<file path="src/rtl/gpio_control_pkg.sv">
// gpio_control_pkg
// Shared constants, FSM state type and register helper for the GPIO
// ownership Wishbone slave.
//   NUM_PINS       - user GPIOs routed by the block
//   SEL_W          - width of one per-pin owner field
//   NUM_SEL_REGS   - number of memory-mapped owner registers
//   SEL4_USED_BITS - implemented bits of the last owner register
package gpio_control_pkg;

    localparam int NUM_PINS       = 38;
    localparam int SEL_W          = 4;
    localparam int NUM_SEL_REGS   = 5;
    localparam int SEL4_USED_BITS = 24;

    typedef enum logic {
        IDLE,
        ACK
    } gpio_wb_state_t;

    // Writable-bit mask of an owner register. The last register only holds
    // pins 32..37, so its upper byte is forced to read as zero.
    function automatic logic [31:0] sel_reg_mask(input logic [2:0] idx);
        if (idx == 3'(NUM_SEL_REGS - 1)) begin
            return {{(32 - SEL4_USED_BITS){1'b0}}, {SEL4_USED_BITS{1'b1}}};
        end
        return '1;
    endfunction

endpackage

</file>
<file path="src/rtl/gpio_pin_mux.sv">
// gpio_pin_mux
// Combinational owner select for a single pad.
//   owner    in  SEL_W      owner field of this pin (0 or > NUM_TEAMS = unassigned)
//   team_out in  NUM_TEAMS  this pin's out bit from every team
//   team_oeb in  NUM_TEAMS  this pin's oeb bit from every team
//   pad_out  out 1          selected out value (0 when unassigned)
//   pad_oeb  out 1          selected oeb value (1 when unassigned)
module gpio_pin_mux
    import gpio_control_pkg::*;
#(
    parameter int NUM_TEAMS = 1
) (
    input  logic [SEL_W-1:0]   owner,
    input  logic [NUM_TEAMS:1] team_out,
    input  logic [NUM_TEAMS:1] team_oeb,
    output logic               pad_out,
    output logic               pad_oeb
);

    // Default is the safe unassigned pad (input, driven low); any owner
    // value that matches no team falls through to it.
    always_comb begin
        pad_out = 1'b0;
        pad_oeb = 1'b1;
        for (int t = 1; t <= NUM_TEAMS; t++) begin
            if (owner == SEL_W'(t)) begin
                pad_out = team_out[t];
                pad_oeb = team_oeb[t];
            end
        end
    end

endmodule

</file>
<file path="src/rtl/gpio_control_wb.sv">
// gpio_control_wb
// Wishbone slave holding a 4-bit owner field per user GPIO and routing the
// owning team's out/oeb onto the pads through a registered output stage.
//   clk, nrst          clock, asynchronous active-low reset
//   wbs_*_i            Wishbone request (stb, cyc, we, sel, adr, dat)
//   wbs_dat_o          read data, zero whenever ack is low
//   wbs_ack_o          single-cycle ack
//   designs_gpio_out   per-team pad output values
//   designs_gpio_oeb   per-team pad output-enable-bar
//   io_out, io_oeb     registered pad outputs
module gpio_control_wb
    import gpio_control_pkg::*;
#(
    parameter int NUM_TEAMS = 1
) (
    input  logic                          clk,
    input  logic                          nrst,
    input  logic                          wbs_stb_i,
    input  logic                          wbs_cyc_i,
    input  logic                          wbs_we_i,
    input  logic [3:0]                    wbs_sel_i,
    input  logic [31:0]                   wbs_adr_i,
    input  logic [31:0]                   wbs_dat_i,
    output logic [31:0]                   wbs_dat_o,
    output logic                          wbs_ack_o,
    input  logic [NUM_TEAMS:1][NUM_PINS-1:0] designs_gpio_out,
    input  logic [NUM_TEAMS:1][NUM_PINS-1:0] designs_gpio_oeb,
    output logic [NUM_PINS-1:0]           io_out,
    output logic [NUM_PINS-1:0]           io_oeb
);

    gpio_wb_state_t state, next_state;

    logic [31:0]               sel_regs [NUM_SEL_REGS];
    logic [31:0]               rdata_q;
    logic [31:0]               rd_data;
    logic [31:0]               wr_merge;
    logic [2:0]                reg_idx;
    logic                      mapped;
    logic                      accept;
    logic [NUM_PINS*SEL_W-1:0] owners;
    logic [NUM_PINS-1:0]       pad_out_d;
    logic [NUM_PINS-1:0]       pad_oeb_d;
    logic                      unused_bits;

    // Only adr[15:5] == 0 with a register index below 5 hits a real register.
    assign reg_idx = wbs_adr_i[4:2];
    assign mapped  = (wbs_adr_i[15:5] == 11'd0) && (reg_idx < 3'(NUM_SEL_REGS));

    assign unused_bits = ^{wbs_adr_i[31:16], wbs_adr_i[1:0],
                           sel_regs[NUM_SEL_REGS-1][31:SEL4_USED_BITS]};

    // Request acceptance happens only from IDLE, so a strobe still high in
    // the ack cycle is ignored and transactions are at least two cycles apart.
    always_comb begin
        next_state = state;
        accept     = 1'b0;
        case (state)
            IDLE: begin
                if (wbs_stb_i && wbs_cyc_i) begin
                    accept     = 1'b1;
                    next_state = ACK;
                end
            end
            ACK:     next_state = IDLE;
            default: next_state = IDLE;
        endcase
    end

    // FSM state register; reset in the ack cycle drops ack immediately.
    always_ff @(posedge clk or negedge nrst) begin
        if (!nrst) begin
            state <= IDLE;
        end else begin
            state <= next_state;
        end
    end

    // Read mux and byte-lane merge of the write data with the old contents.
    always_comb begin
        rd_data  = '0;
        wr_merge = '0;
        if (mapped) begin
            rd_data = sel_regs[reg_idx];
        end
        for (int j = 0; j < 4; j++) begin
            wr_merge[8*j +: 8] = wbs_sel_i[j] ? wbs_dat_i[8*j +: 8] : rd_data[8*j +: 8];
        end
    end

    // Read data is captured from the pre-write contents at the accepting
    // edge; writes to unmapped addresses are dropped but still acked.
    always_ff @(posedge clk or negedge nrst) begin
        if (!nrst) begin
            for (int i = 0; i < NUM_SEL_REGS; i++) begin
                sel_regs[i] <= '0;
            end
            rdata_q <= '0;
        end else if (accept) begin
            rdata_q <= rd_data;
            if (wbs_we_i && mapped) begin
                sel_regs[reg_idx] <= wr_merge & sel_reg_mask(reg_idx);
            end
        end
    end

    assign wbs_ack_o = (state == ACK);
    assign wbs_dat_o = wbs_ack_o ? rdata_q : '0;

    // Owner field of pin p lands at owners[4p+3:4p].
    assign owners = {sel_regs[4][SEL4_USED_BITS-1:0], sel_regs[3],
                     sel_regs[2], sel_regs[1], sel_regs[0]};

    // One mux per pin; the per-team bits are transposed from the team-major
    // input arrays into a pin-major vector for each mux.
    for (genvar p = 0; p < NUM_PINS; p++) begin : g_pin
        logic [NUM_TEAMS:1] team_out;
        logic [NUM_TEAMS:1] team_oeb;

        for (genvar t = 1; t <= NUM_TEAMS; t++) begin : g_team
            assign team_out[t] = designs_gpio_out[t][p];
            assign team_oeb[t] = designs_gpio_oeb[t][p];
        end

        gpio_pin_mux #(
            .NUM_TEAMS (NUM_TEAMS)
        ) u_mux (
            .owner    (owners[SEL_W*p +: SEL_W]),
            .team_out (team_out),
            .team_oeb (team_oeb),
            .pad_out  (pad_out_d[p]),
            .pad_oeb  (pad_oeb_d[p])
        );
    end

    // Pad output stage; reset leaves every pad as an undriven input.
    always_ff @(posedge clk or negedge nrst) begin
        if (!nrst) begin
            io_out <= '0;
            io_oeb <= '1;
        end else begin
            io_out <= pad_out_d;
            io_oeb <= pad_oeb_d;
        end
    end

endmodule

</file>
<file path="config.mk">
export PLATFORM = sky130hd
export DESIGN_NAME = gpio_control_wb
export DESIGN_NICKNAME = d
export VERILOG_FILES = /design/src/rtl/gpio_control_pkg.sv /design/src/rtl/gpio_pin_mux.sv /design/src/rtl/gpio_control_wb.sv
export SDC_FILE = /design/constraint.sdc
export NUM_CORES = 1
export LEC_CHECK = 0
export ABC_AREA = 1
export BUFFER_PORTS_ARGS = -buffer_cell sky130_fd_sc_hd__buf_2
export CAP_MARGIN = 5
export CORE_MARGIN = 8
export CORE_UTILIZATION = 38
export DETAILED_ROUTE_END_ITERATION = 6
export PLACE_DENSITY_LB_ADDON = 0.15
export SLEW_MARGIN = 20
export SYNTH_ARGS = -nofsm -noshare
export SYNTH_HDL_FRONTEND = slang
export SYNTH_SLANG_ARGS = --single-unit
</file>
<file path="constraint.sdc">
create_clock -name clk -period 1.4 [get_ports clk]
set_input_delay 0.14 -clock clk [delete_from_list [all_inputs] [get_ports clk]]
set_output_delay 0.14 -clock clk [all_outputs]
set_load 0.03 [all_outputs]
</file>
Yosys cells after proc, flatten, opt, wreduce, memory -nomap -nowiden
Index checks and enable logic that the tools add are counted.

Bits in registers: 269. Input port bits: 149. Output and inout port bits: 109. Word-level logic and storage cells: 158.

Order comparisons: 3. Equality and inequality tests: 39. Mux-type cells: 98. Bitwise logic cells: 3. Reductions and logical operators: 6.

Operators with widths (count): $mux W32 (9); $bwmux W160 (1); $eq A4 B1 Y1 const B (38); $bmux W32 S3 (1); $demux W32 S3 (1); $mux W1 (81); $and A32 B32 Y32 (1); $mux W8 (4); $logic_not A11 Y1 (1); $ge A4 B4 Y1 const B (1); $logic_and A1 B1 Y1 (4); $lt A4 B1 Y1 const B (1); $not A3 Y4 (1); $eq A3 B3 Y1 const B (1); $lt A3 B3 Y1 const B (1); $pmux W1 S2 (1); $reduce_and A2 Y1 (1); $not A1 Y1 (1).

Logic depth before layout (Yosys ltp)
Gate-level depths: netlist (run 1).

Depth in word-level cells: 10. Depth in mapped cells: 12. Depth with buffers taken out: 9.

By module
Synthesis (run 1) repeated with hierarchy kept, for this count alone.

Cell total of the unflattened synthesis: 1748. Area, all modules: 13186.4 sq um.

By module, submodules not included: gpio_control_wb (instances 1, cells an instance 1482, area an instance 11855.1 sq um); gpio_pin_mux (instances 38, cells an instance 7, area an instance 35.0 sq um).

Worst setup path after synthesis (run 1)
Ideal clock, no wire load.

Kind: register to register. Start point: register state, in the netlist wbs_ack_o. End point: register sel_regs (netlist bit owners[2]). Setup time: 0.117 ns. Arrival time: 1.582 ns. Setup slack: -0.298 ns. Stages on the path, launching flop included: 9. Buffers on the path: 2. Period minus slack after synthesis: 1.698 ns. Cell sequence: dfrtp_1 clkbuf_1 nor2_4 nand4_4 inv_2 nand2_1 buf_1 nand2_1 nand2_1.

Longest elaborated chain between the ends: 2.

Ends and longest elaborated chain: start, declared (RTL line gpio_control_wb.sv:32) `gpio_wb_state_t state, next_state;`; start signal, assigned (RTL line gpio_control_wb.sv:75) `state <= next_state;`; $mux W1 (RTL line gpio_control_wb.sv:58) `case (state)`; $reduce_and A2 Y1 (no line); end signal, assigned by index (RTL line gpio_control_wb.sv:102) `sel_regs[reg_idx] <= wr_merge & sel_reg_mask(reg_idx);`; end, declared (RTL line gpio_control_wb.sv:34) `logic [31:0] sel_regs [NUM_SEL_REGS];`.

Every way passes these cells. A chain may end at the register's enable or synchronous reset.

Worst setup path in the final report (run 1)
Start point: register state, in the netlist wbs_ack_o. End point: register sel_regs (netlist bit owners[7]).

The elaborated chain is that of the path after synthesis.

==> results of run 1 <==
-- layer usage --
layer	vias to the layer above	wire (um)	global-route usage [%]
met4	0	1430	7.82
met5	-	0	0
li1	5942	-	-
met3	91	2500	2.91
met1	5936	17500	25.7
met2	386	22200	38.9
-- repair_timing --
item | in CTS | in global routing
endpoints found under the hold margin | 332 | 0
cloned | 0 | 3
endpoints found under the setup margin | 254 | 277
hold buffers | 82 | 0
gates resized for setup | 80 | 61
pin swaps | 1 | 3
setup buffers | 2 | 1
-- final timing paths --
path	cells after the start	from	to	slack, ns
worst min-delay path	6	wbs_dat_i[12]	owners[12]	0.02
worst max register to register	8	wbs_ack_o	owners[7]	-0.21
min in group asynchronous	2	nrst	owners[38]	0.03
max in group asynchronous	4	nrst	io_oeb[7]	0.71
worst min register to register	2	rdata_q[10]	rdata_q[10]	0.48
worst max-delay path	8	wbs_ack_o	owners[7]	-0.21
-- flip-flops by register name, summed over array words and instances (netlist names) --
name / cells
owners: 152
io_oeb: 38
io_out: 38
rdata_q: 32
sel_regs: 8
wbs_ack_o: 1
-- per-stage QoR --
step	power [mW]	util, %	instance area, um^2	setup TNS (ns)	hold slack, ns
3_3_place_gp	9.24	46.5	15500	-40.16	0.00873
4_1_cts	17.6	53.0	17600	-51.46	0.00622
5_1_grt	18.1	53.8	17900	-51.24	0.0248
2_1_floorplan	8.43	-	12800	-22.82	-0.156
6_report	17.4	53.8	17900	-35.27	0.0239
3_5_place_dp	9.25	46.5	15500	-44.11	0.00645
-- layout make-up --
class	instances	area, um^2	share of cell area (%)
clock inverters	10	106	0.593
clock buffers	48	910	5.08
multi-input cells	1141	5190	29.0
inverters	169	647	3.61
well taps	448	561	3.13
repair buffers	468	3720	20.8
flip-flops and latches	269	6780	37.8
-- placed cells by master, fill, tap and decap left out, types with 25 or more instances in the layout --
master,instances
sky130_fd_sc_hd__buf_12,25
sky130_fd_sc_hd__buf_2,206
sky130_fd_sc_hd__buf_4,111
sky130_fd_sc_hd__buf_6,38
sky130_fd_sc_hd__clkbuf_16,33
sky130_fd_sc_hd__dfrtp_1,230
sky130_fd_sc_hd__dfstp_2,38
sky130_fd_sc_hd__dlygate4sd3_1,82
sky130_fd_sc_hd__inv_1,157
sky130_fd_sc_hd__nand2_1,727
sky130_fd_sc_hd__nand3_1,158
sky130_fd_sc_hd__nand3b_1,36
sky130_fd_sc_hd__nor2_1,94
sky130_fd_sc_hd__nor4_1,28
sky130_fd_sc_hd__or2_2,38
-- kinds of logic (layout without fill, tap and decap cells) --
kind of cell / Yosys count / after routing / share of synthesized area, %
AO/OA/AOI/OAI: 16 / 16 / 0.784
AND/OR/NAND/NOR: 1125 / 1125 / 37.8
flip-flops: 269 / 269 / 53.1
buffers and inverters: 251 / 695 / 8.36
-- worst max-delay path, cell delays in order (launching register included) --
cell and delay (ns):
sky130_fd_sc_hd__dfrtp_2 0.43, sky130_fd_sc_hd__buf_6 0.13, sky130_fd_sc_hd__nor2_4 0.17, sky130_fd_sc_hd__nand4_4 0.11, sky130_fd_sc_hd__buf_12 0.17, sky130_fd_sc_hd__nor2_4 0.15
sky130_fd_sc_hd__buf_12 0.20, sky130_fd_sc_hd__nand2_1 0.08, sky130_fd_sc_hd__nand2_1 0.07
-- power breakdown --
group | switching, mW | internal (mW) | total (mW)
clock | 3.30 | 4.81 | 8.11
combinational | 0.878 | 0.647 | 1.53
sequential | 0.00247 | 7.78 | 7.79
==> impl_metrics.py, run 1 <==
metrics = {
    "floorplan": {
        "floorplan.die_area_mm2": 0.0397,
        "start_util_pct": 38.4,
        "core_region_area_mm2": 0.0333,
        "io_pins": 258,
        "placementRows": 67,
        "die_width_um": 199,
        "die_y_um": 199,
    },
    "synth": {
        "synthTopCellsByCount": "sky130_fd_sc_hd__nand2_1 (743), sky130_fd_sc_hd__dfrtp_1 (231), sky130_fd_sc_hd__inv_1 (165)",
        "syn-cell-area_mm2": 0.0128,
        "synth.avg_cell_area_um2": 7.69,
        "post-synth-top-count-cell": "sky130_fd_sc_hd__nand2_1",
        "synth_warnings": 0,
        "ys.flop_type": "sky130_fd_sc_hd__dfrtp_1",
        "syn-instance-count": 1661,
        "yosys_cell_types": 23,
        "yosys-top-cells-area": "sky130_fd_sc_hd__dfrtp_1 (45%), sky130_fd_sc_hd__nand2_1 (22%), sky130_fd_sc_hd__dfstp_2 (7.8%), sky130_fd_sc_hd__nand3_1 (6.3%), sky130_fd_sc_hd__inv_1 (4.9%)",
        "synth-seq-cells": 269,
        "post_syn_nets": 1810,
        "synth_area_leader_cell": "sky130_fd_sc_hd__dfrtp_1",
        "synth-edff-count": 0,
        "synth-seq-area-share_pct": 53.1,
        "synthArstFlopShare_pct": 100,
        "synth_top_area_share_pct": 45.3,
    },
    "setup_path": {
        "crit_fanout": 24,
        "timing.setup.critical_path_class": "register to register",
        "worst_ep_required_time_ns": 1.89,
        "crit_path_launch_type": "register",
        "endpoint_kind": "register",
        "crit_arrival_ns": 2.10,
    },
    "clock_network": {
        "clock-root-buffer": "sky130_fd_sc_hd__clkbuf_16",
        "cts_tree": "yes",
        "clock_sink_count": 269,
        "max-clock-path-buffers": 3,
        "tritoncts.num_buffers": 31,
        "cts_max_level": 1,
        "clock_latency_ns": 0.57,
        "cts.clk_slew.worst_paths_ns": 0.06,
    },
    "drt": {
        "total_number_of_vias": 12400,
        "route.detailed.vias_per_inst": 4.84,
        "drt_iter0_markers": 866,
        "drt-wirelength-per-cell_um": 17.1,
        "drt-pass1-iter-count": 5,
        "post-route-drc-count": 0,
        "ant_nets": 0,
        "finalWirelength_um": 43600,
    },
    "timing": {
        "grt_setup_unrepaired": "true",
        "final.setup.worst_slack_ns": -0.210,
        "finalSetupViolCount": 244,
        "finalMaxSlewViolations": 0,
        "fmaxAchievable_ghz": 0.621,
        "slew_headroom_pct": 64.8,
        "max_slew.worst_pin.slew_ns": 0.523,
        "timing.final.crit_share_pct": 115,
        "timing.final.crit_period_ns": 1.61,
        "fin_worst_skew_ns": 0.0223,
        "hold_viol": 0,
    },
    "cells_and_area": {
        "final_layout_size_suffix_gt1_share_pct": 27.3,
        "fillerInstances": 3239,
        "layoutNonFillerInstCount": 2553,
        "antenna_cells": 0,
        "area_added_between_synthesis_and_finish_pct": 40.4,
        "design.final.nets": 2229,
    },
    "power_and_ir_drop": {
        "leakagePower_nw": 9.62,
        "pwr_density_cell_mw_per_mm2": 972,
        "worst_vdd_rail_ir_drop_uv": 1030,
    },
    "global_routing": {
        "grt_first_pass_wirelength_um": 67700,
        "gr-usage-all-layers_pct": 21.5,
        "gr-total-overflow": 0,
        "via_count_of_the_first_global_routing_pass": 12800,
        "grt_start_max_net_pins": 62,
        "antenna_violations_before_repair": 0,
    },
    "place": {
        "routabilityCongestion": 0.893,
        "hpwlAfterDp_um": 30000,
        "portBuffers": 239,
        "number_of_instances_in_the_placed_design": 2407,
        "pre_cts_ws_ns": -0.446,
    },
    "outcome": {
        "run_status": "complete, but fails checks",
        "violations": "setup timing",
    },
    "worst_hold_path": {
        "hold_path_class": "primary input to register",
    },
    "job": {
        "maxCapViolCount": 0,
    },
}
Note: power is estimated with default switching activity, not from simulation.
==> run 2, diff against run 1 <==
--- a/config.mk
+++ b/config.mk
@@ -11,7 +11,6 @@
 export CORE_MARGIN = 8
 export CORE_UTILIZATION = 38
 export DETAILED_ROUTE_END_ITERATION = 6
-export PLACE_DENSITY_LB_ADDON = 0.15
 export SLEW_MARGIN = 20
 export SYNTH_ARGS = -nofsm -noshare
 export SYNTH_HDL_FRONTEND = slang
==> run 2 against run 1 <==
  * Combinational power increased by 3%
  * The run still ends with setup timing left
  * Register-to-register slack got worse by 0.12 ns
  * Wire length decreased by 0.20%
  * Largest cell class unchanged
  * Die area unchanged
  * Clock skew decreased by 0.0056 ns
  * Critical path depth increased by 1
  * Clock-buffer cell count decreased by 4
==> impl_metrics.py, run 2 (synthesized netlist as in run 1, its figures left out) <==
metrics = {
    "floorplan": {
        "die_y_um": 199,
        "die_width_um": 199,
        "start_util_pct": 38.4,
        "placementRows": 67,
        "core_region_area_mm2": 0.0333,
        "io_pins": 258,
        "floorplan.die_area_mm2": 0.0397,
    },
    "outcome": {
        "run_status": "complete, but fails checks",
        "violations": "setup timing",
    },
    "worst_hold_path": {
        "min-delay-start": "wbs_dat_i[16]",
        "min_delay_path_depth": 5,
        "hold-path-endpoint": "owners[144]",
        "hold_path_class": "primary input to register",
    },
    "power_and_ir_drop": {
        "leakagePower_nw": 9.69,
        "pwr_density_cell_mw_per_mm2": 943,
        "worst_vdd_rail_ir_drop_uv": 843,
    },
    "setup_path": {
        "worst_ep_required_time_ns": 1.90,
        "critPathSlowestCell": "sky130_fd_sc_hd__dfrtp_2",
        "ff2ff_path_depth": 9,
        "r2r_end": "owners[79]",
        "worstPathCellList": "buf_6 -> nor2_4 -> nand4_4 -> buf_6 -> nor2_4 -> buf_12 -> clkbuf_16 -> nand2_1 -> nand2_1",
        "crit_path_launch_type": "register",
        "crit_arrival_ns": 2.23,
        "timing.setup.critical_path_class": "register to register",
        "endpoint_kind": "register",
        "regToRegSetupSlack_ns": -0.33,
        "r2r_start": "wbs_ack_o",
        "critical_path.max_stage_delay_ns": 0.43,
        "crit_fanout": 5,
    },
    "drt": {
        "route.detailed.vias_per_inst": 4.88,
        "ant_nets": 0,
        "drt-pass1-iter-count": 5,
        "total_number_of_vias": 12500,
        "post-route-drc-count": 0,
        "finalWirelength_um": 43500,
        "drt-wirelength-per-cell_um": 17.0,
        "drt_iter0_markers": 795,
    },
    "timing": {
        "finalSetupViolCount": 242,
        "finalMaxSlewViolations": 0,
        "slew_headroom_pct": 68.2,
        "fmaxAchievable_ghz": 0.577,
        "timing.final.crit_period_ns": 1.73,
        "fin_worst_skew_ns": 0.0167,
        "max_slew.worst_pin.slew_ns": 0.473,
        "final.setup.worst_slack_ns": -0.333,
        "timing.hold.ws_ns": 0.0106,
        "hold_viol": 0,
        "timing.final.crit_share_pct": 124,
        "grt_setup_unrepaired": "true",
    },
    "global_routing": {
        "met3_global_route_usage_pct": 3.17,
        "gr-usage-all-layers_pct": 21.5,
        "met1_usage_pct": 24.8,
        "grt_start_max_net_pins": 52,
        "global_route.usage.met2_pct": 39.5,
        "gr-total-overflow": 0,
        "grt_first_pass_wirelength_um": 67800,
        "grt-busiest-layer": "met2",
        "antenna_violations_before_repair": 0,
        "via_count_of_the_first_global_routing_pass": 13000,
    },
    "job": {
        "maxCapViolCount": 0,
    },
    "cells_and_area": {
        "antenna_cells": 0,
        "most_frequent_cells_in_the_layout": "sky130_fd_sc_hd__nand2_1 (714), sky130_fd_sc_hd__dfrtp_1 (230), sky130_fd_sc_hd__buf_2 (205)",
        "post-route-util_pct": 54.4,
        "design.final.nets": 2236,
        "layoutNonFillerInstCount": 2559,
        "layout_commonest_cell": "sky130_fd_sc_hd__nand2_1",
        "area_added_between_synthesis_and_finish_pct": 41.9,
        "largest_register_ffs": 152,
        "final_layout_size_suffix_gt1_share_pct": 28.6,
        "fillerInstances": 3069,
    },
    "clock_network": {
        "max-clock-path-buffers": 3,
        "clock_latency_ns": 0.57,
        "cts_tree": "yes",
        "cts_max_level": 1,
        "clock-root-buffer": "sky130_fd_sc_hd__clkbuf_16",
        "clock_sink_count": 269,
        "tritoncts.num_buffers": 30,
        "cts.clk_slew.worst_paths_ns": 0.06,
    },
    "place": {
        "routabilityCongestion": 0.879,
        "hpwlAfterDp_um": 29200,
        "number_of_instances_in_the_placed_design": 2409,
        "portBuffers": 239,
    },
}
## run 2: cell types whose count changed in the layout (fill, tap and decap cells not counted), moves of 5 or more
cell,previous run,this run
sky130_fd_sc_hd__nand2_1,727,714
sky130_fd_sc_hd__nand2_2,15,28
sky130_fd_sc_hd__inv_2,11,5
sky130_fd_sc_hd__buf_6,38,43
sky130_fd_sc_hd__inv_1,157,163
sky130_fd_sc_hd__nand3_1,158,149
sky130_fd_sc_hd__nand3_2,3,11
## run 2: metrics by stage
stage	instance area, um^2	setup WS [ns]	power [mW]	TNS (ns)
final	18100	-0.333	17.1	-51.48
after global routing	18100	-0.386	17.7	-67.89
after CTS	17800	-0.293	17.3	-57.71
after detailed placement	15500	-0.324	9.27	-42.11
after global placement	15500	-0.325	9.26	-37.13
after floorplan	12800	-0.167	8.43	-22.82
## run 2: layout make-up
| type | instances | area [um^2] | area share (%) |
|---|---|---|---|
| clock inverter | 12 | 90.1 | 0.497 |
| timing repair buffer | 476 | 3890 | 21.5 |
| sequential | 269 | 6780 | 37.4 |
| tap | 448 | 561 | 3.09 |
| multi-input combinational | 1141 | 5290 | 29.2 |
| inverter | 169 | 637 | 3.52 |
| clock buffer | 44 | 865 | 4.77 |
## run 2: worst max path at each step
stage,cells past startpoint,from,end
2_1_floorplan,8,wbs_ack_o,owners[147]
3_3_place_gp,12,wbs_adr_i[2],owners[97]
3_5_place_dp,12,wbs_adr_i[2],owners[97]
4_1_cts,8,wbs_ack_o,owners[15]
5_1_grt,9,wbs_ack_o,owners[75]
6_report,9,wbs_ack_o,owners[79]
## run 2: repair_timing
item                       4_1_cts  5_1_grt
setup buffers                    2        7
cloned                           1        5
hold endpoints to repair       317        0
pin swaps                       18       11
resized for setup              128       31
hold buffers                    79        0
setup endpoints to repair      250      275
## run 2: critical path, delay by kind of cell (launching register included)
kind	cells	cell delay, ns
buf+inv	4	0.60
simple gates	5	0.62
flops	1	0.43
## run 2: metal layers
layer | wire length [um] | up-vias
li1 | - | 5958
met1 | 16700 | 6010
met2 | 22500 | 439
met3 | 2760 | 89
met4 | 1520 | 0
met5 | 0 | -
## run 2: where the power goes
| part | switching (mW) | internal [mW] |
|---|---|---|
| combinational | 0.893 | 0.680 |
| clock | 3.28 | 4.45 |
| sequential | 0.00286 | 7.78 |
| total | 4.17 | 12.9 |
==> run 3, diff against run 2 <==
--- a/config.mk
+++ b/config.mk
@@ -11,6 +11,7 @@
 export CORE_MARGIN = 8
 export CORE_UTILIZATION = 38
 export DETAILED_ROUTE_END_ITERATION = 6
+export MAX_ROUTING_LAYER = met4
 export SLEW_MARGIN = 20
 export SYNTH_ARGS = -nofsm -noshare
 export SYNTH_HDL_FRONTEND = slang
==> run 3 against run 2 <==
  * The flow still finishes with violations (setup timing)
  * Wire length grew 1.3%
  * Utilization grew 1.3 points
  * Die area is the same
  * Clock skew is essentially flat
  * Register-to-register slack gained 0.05 ns
  * Cell area grew 2.4%
  * Non-clock buffer count grew 8
  * Global-route usage grew 0.40 points
  * Combinational power grew 3%
  * Final cell count grew 0.43%
  * Largest power group is now the clock network
  * Highest routed layer unchanged
==> impl_metrics.py, run 3 (synthesized netlist as in run 1, its figures left out) <==
metrics = {
    "timing": {
        "timing.setup.tns_ns": -46.94,
        "finalSetupViolCount": 251,
        "timing.final.crit_share_pct": 121,
        "fmaxAchievable_ghz": 0.592,
        "slew_headroom_pct": 65.7,
        "finalMaxSlewViolations": 0,
        "grt_setup_unrepaired": "true",
        "timing.hold.ws_ns": 0.0212,
        "final.setup.worst_slack_ns": -0.290,
        "max_slew.worst_pin.slew_ns": 0.510,
        "hold_viol": 0,
        "fin_worst_skew_ns": 0.0171,
        "timing.final.crit_period_ns": 1.69,
    },
    "clock_network": {
        "cts_max_level": 1,
        "tritoncts.num_buffers": 31,
        "clock-root-buffer": "sky130_fd_sc_hd__clkbuf_16",
        "max-clock-path-buffers": 3,
        "cts.clk_slew.worst_paths_ns": 0.06,
        "clock_latency_ns": 0.57,
        "clock_sink_count": 269,
        "cts_tree": "yes",
    },
    "drt": {
        "drt-wirelength-per-cell_um": 17.1,
        "finalWirelength_um": 44100,
        "total_number_of_vias": 12500,
        "drt_iter0_markers": 939,
        "ant_nets": 0,
        "route.detailed.vias_per_inst": 4.88,
        "post-route-drc-count": 0,
        "drt-pass1-iter-count": 5,
    },
    "floorplan": {
        "floorplan.die_area_mm2": 0.0397,
        "die_width_um": 199,
        "placementRows": 67,
        "core_region_area_mm2": 0.0333,
        "io_pins": 258,
        "start_util_pct": 38.4,
        "die_y_um": 199,
    },
    "place": {
        "number_of_instances_in_the_placed_design": 2412,
        "portBuffers": 239,
        "hpwlAfterDp_um": 29400,
        "routabilityCongestion": 0.901,
    },
    "cells_and_area": {
        "largest_register_ffs": 152,
        "layout_commonest_cell": "sky130_fd_sc_hd__nand2_1",
        "register_area_mm2": 0.00678,
        "fillerInstances": 3041,
        "area_added_between_synthesis_and_finish_pct": 45.2,
        "layoutNonFillerInstCount": 2570,
        "design.final.nets": 2245,
        "final_layout_size_suffix_gt1_share_pct": 32.3,
        "multiInputGateArea_mm2": 0.00553,
        "most_frequent_cells_in_the_layout": "sky130_fd_sc_hd__nand2_1 (650), sky130_fd_sc_hd__dfrtp_1 (230), sky130_fd_sc_hd__buf_2 (205)",
    },
    "global_routing": {
        "gr-usage-all-layers_pct": 21.9,
        "grt_first_pass_wirelength_um": 67300,
        "antenna_violations_before_repair": 0,
        "via_count_of_the_first_global_routing_pass": 12800,
        "gr-total-overflow": 0,
        "grt_start_max_net_pins": 58,
    },
    "setup_path": {
        "worst_ep_required_time_ns": 1.26,
        "r2r_start": "wbs_ack_o",
        "timing.setup.critical_path_class": "register to output pin",
        "end_of_the_critical_path": "wbs_dat_o[3]",
        "r2r_end": "owners[66]",
        "crit_fanout": 8,
        "crit_arrival_ns": 1.55,
        "ff2ff_path_depth": 8,
        "regToRegSetupSlack_ns": -0.28,
        "crit_path_launch_type": "register",
        "timing.critical_path.from": "wbs_ack_o",
        "endpoint_kind": "output pin",
    },
    "job": {
        "maxCapViolCount": 0,
    },
    "power_and_ir_drop": {
        "pwr_density_cell_mw_per_mm2": 950,
        "worst_vdd_rail_ir_drop_uv": 944,
        "leakagePower_nw": 10.0,
    },
    "worst_hold_path": {
        "min_delay_path_depth": 5,
        "hold_path_class": "primary input to register",
    },
    "outcome": {
        "run_status": "complete, but fails checks",
        "violations": "setup timing",
    },
}
==> run 3: layout make-up <==
type / count / area share (%)
inverter: 169 / 3.42
tap: 448 / 3.02
multi-input combinational: 1141 / 29.8
sequential: 269 / 36.6
clock inverter: 13 / 0.850
clock buffer: 45 / 4.68
antenna: 1 / 0.0135
timing repair buffer: 484 / 21.6
==> run 3: per-layer routing <==
metal	GRT usage, %	wire length (um)	vias up
met2	37.8	22200	400
met1	25.4	17600	6048
met4	9.22	1700	0
li1	-	-	5976
met3	3.17	2510	107
met5	-	0	-
==> run 3: repair_timing <==
item | 4_1_cts | 5_1_grt
resized for setup | 126 | 145
endpoints found under the hold margin | 329 | 0
hold buffers | 80 | 0
gates cloned | 3 | 9
buffers inserted | 3 | 7
setup endpoints to repair | 247 | 271
pin swaps | 0 | 44
==> run 3: per-stage QoR <==
step | power (mW) | setup WS, ns | cell area [um^2] | util, %
4_1_cts | 17.8 | -0.300 | 17900 | 53.7
3_3_place_gp | 9.27 | -0.289 | 15600 | 46.7
3_5_place_dp | 9.28 | -0.282 | 15600 | 46.7
5_1_grt | 18.2 | -0.353 | 18500 | 55.7
6_report | 17.6 | -0.290 | 18500 | 55.7
2_1_floorplan | 8.43 | -0.167 | 12800 | -
==> run 3: worst max-delay path, stage by stage (launching register included) <==
cell and delay [ns]:
sky130_fd_sc_hd__dfrtp_2 0.42, sky130_fd_sc_hd__buf_6 0.15, sky130_fd_sc_hd__buf_16 0.17, sky130_fd_sc_hd__nand2_4 0.07, sky130_fd_sc_hd__inv_2 0.04, sky130_fd_sc_hd__buf_6 0.13
==> run 3: worst min-delay path by stage <==
stage                  start          end  slack (ns)
3_3_place_gp            nrst   io_out[17]        0.03
3_5_place_dp            nrst   io_out[17]        0.03
4_1_cts        wbs_dat_i[18]   owners[50]      0.0009
2_1_floorplan           nrst    io_out[0]       -0.16
6_report       wbs_dat_i[21]  owners[117]        0.02
5_1_grt                 nrst   io_out[27]        0.04
==> run 3: where the power goes <==
group / total, mW / internal [mW] / switching [mW]
logic: 1.62 / 0.704 / 0.918
clock network: 8.21 / 4.86 / 3.35
registers: 7.79 / 7.78 / 0.00256
total: 17.6 / 13.3 / 4.27
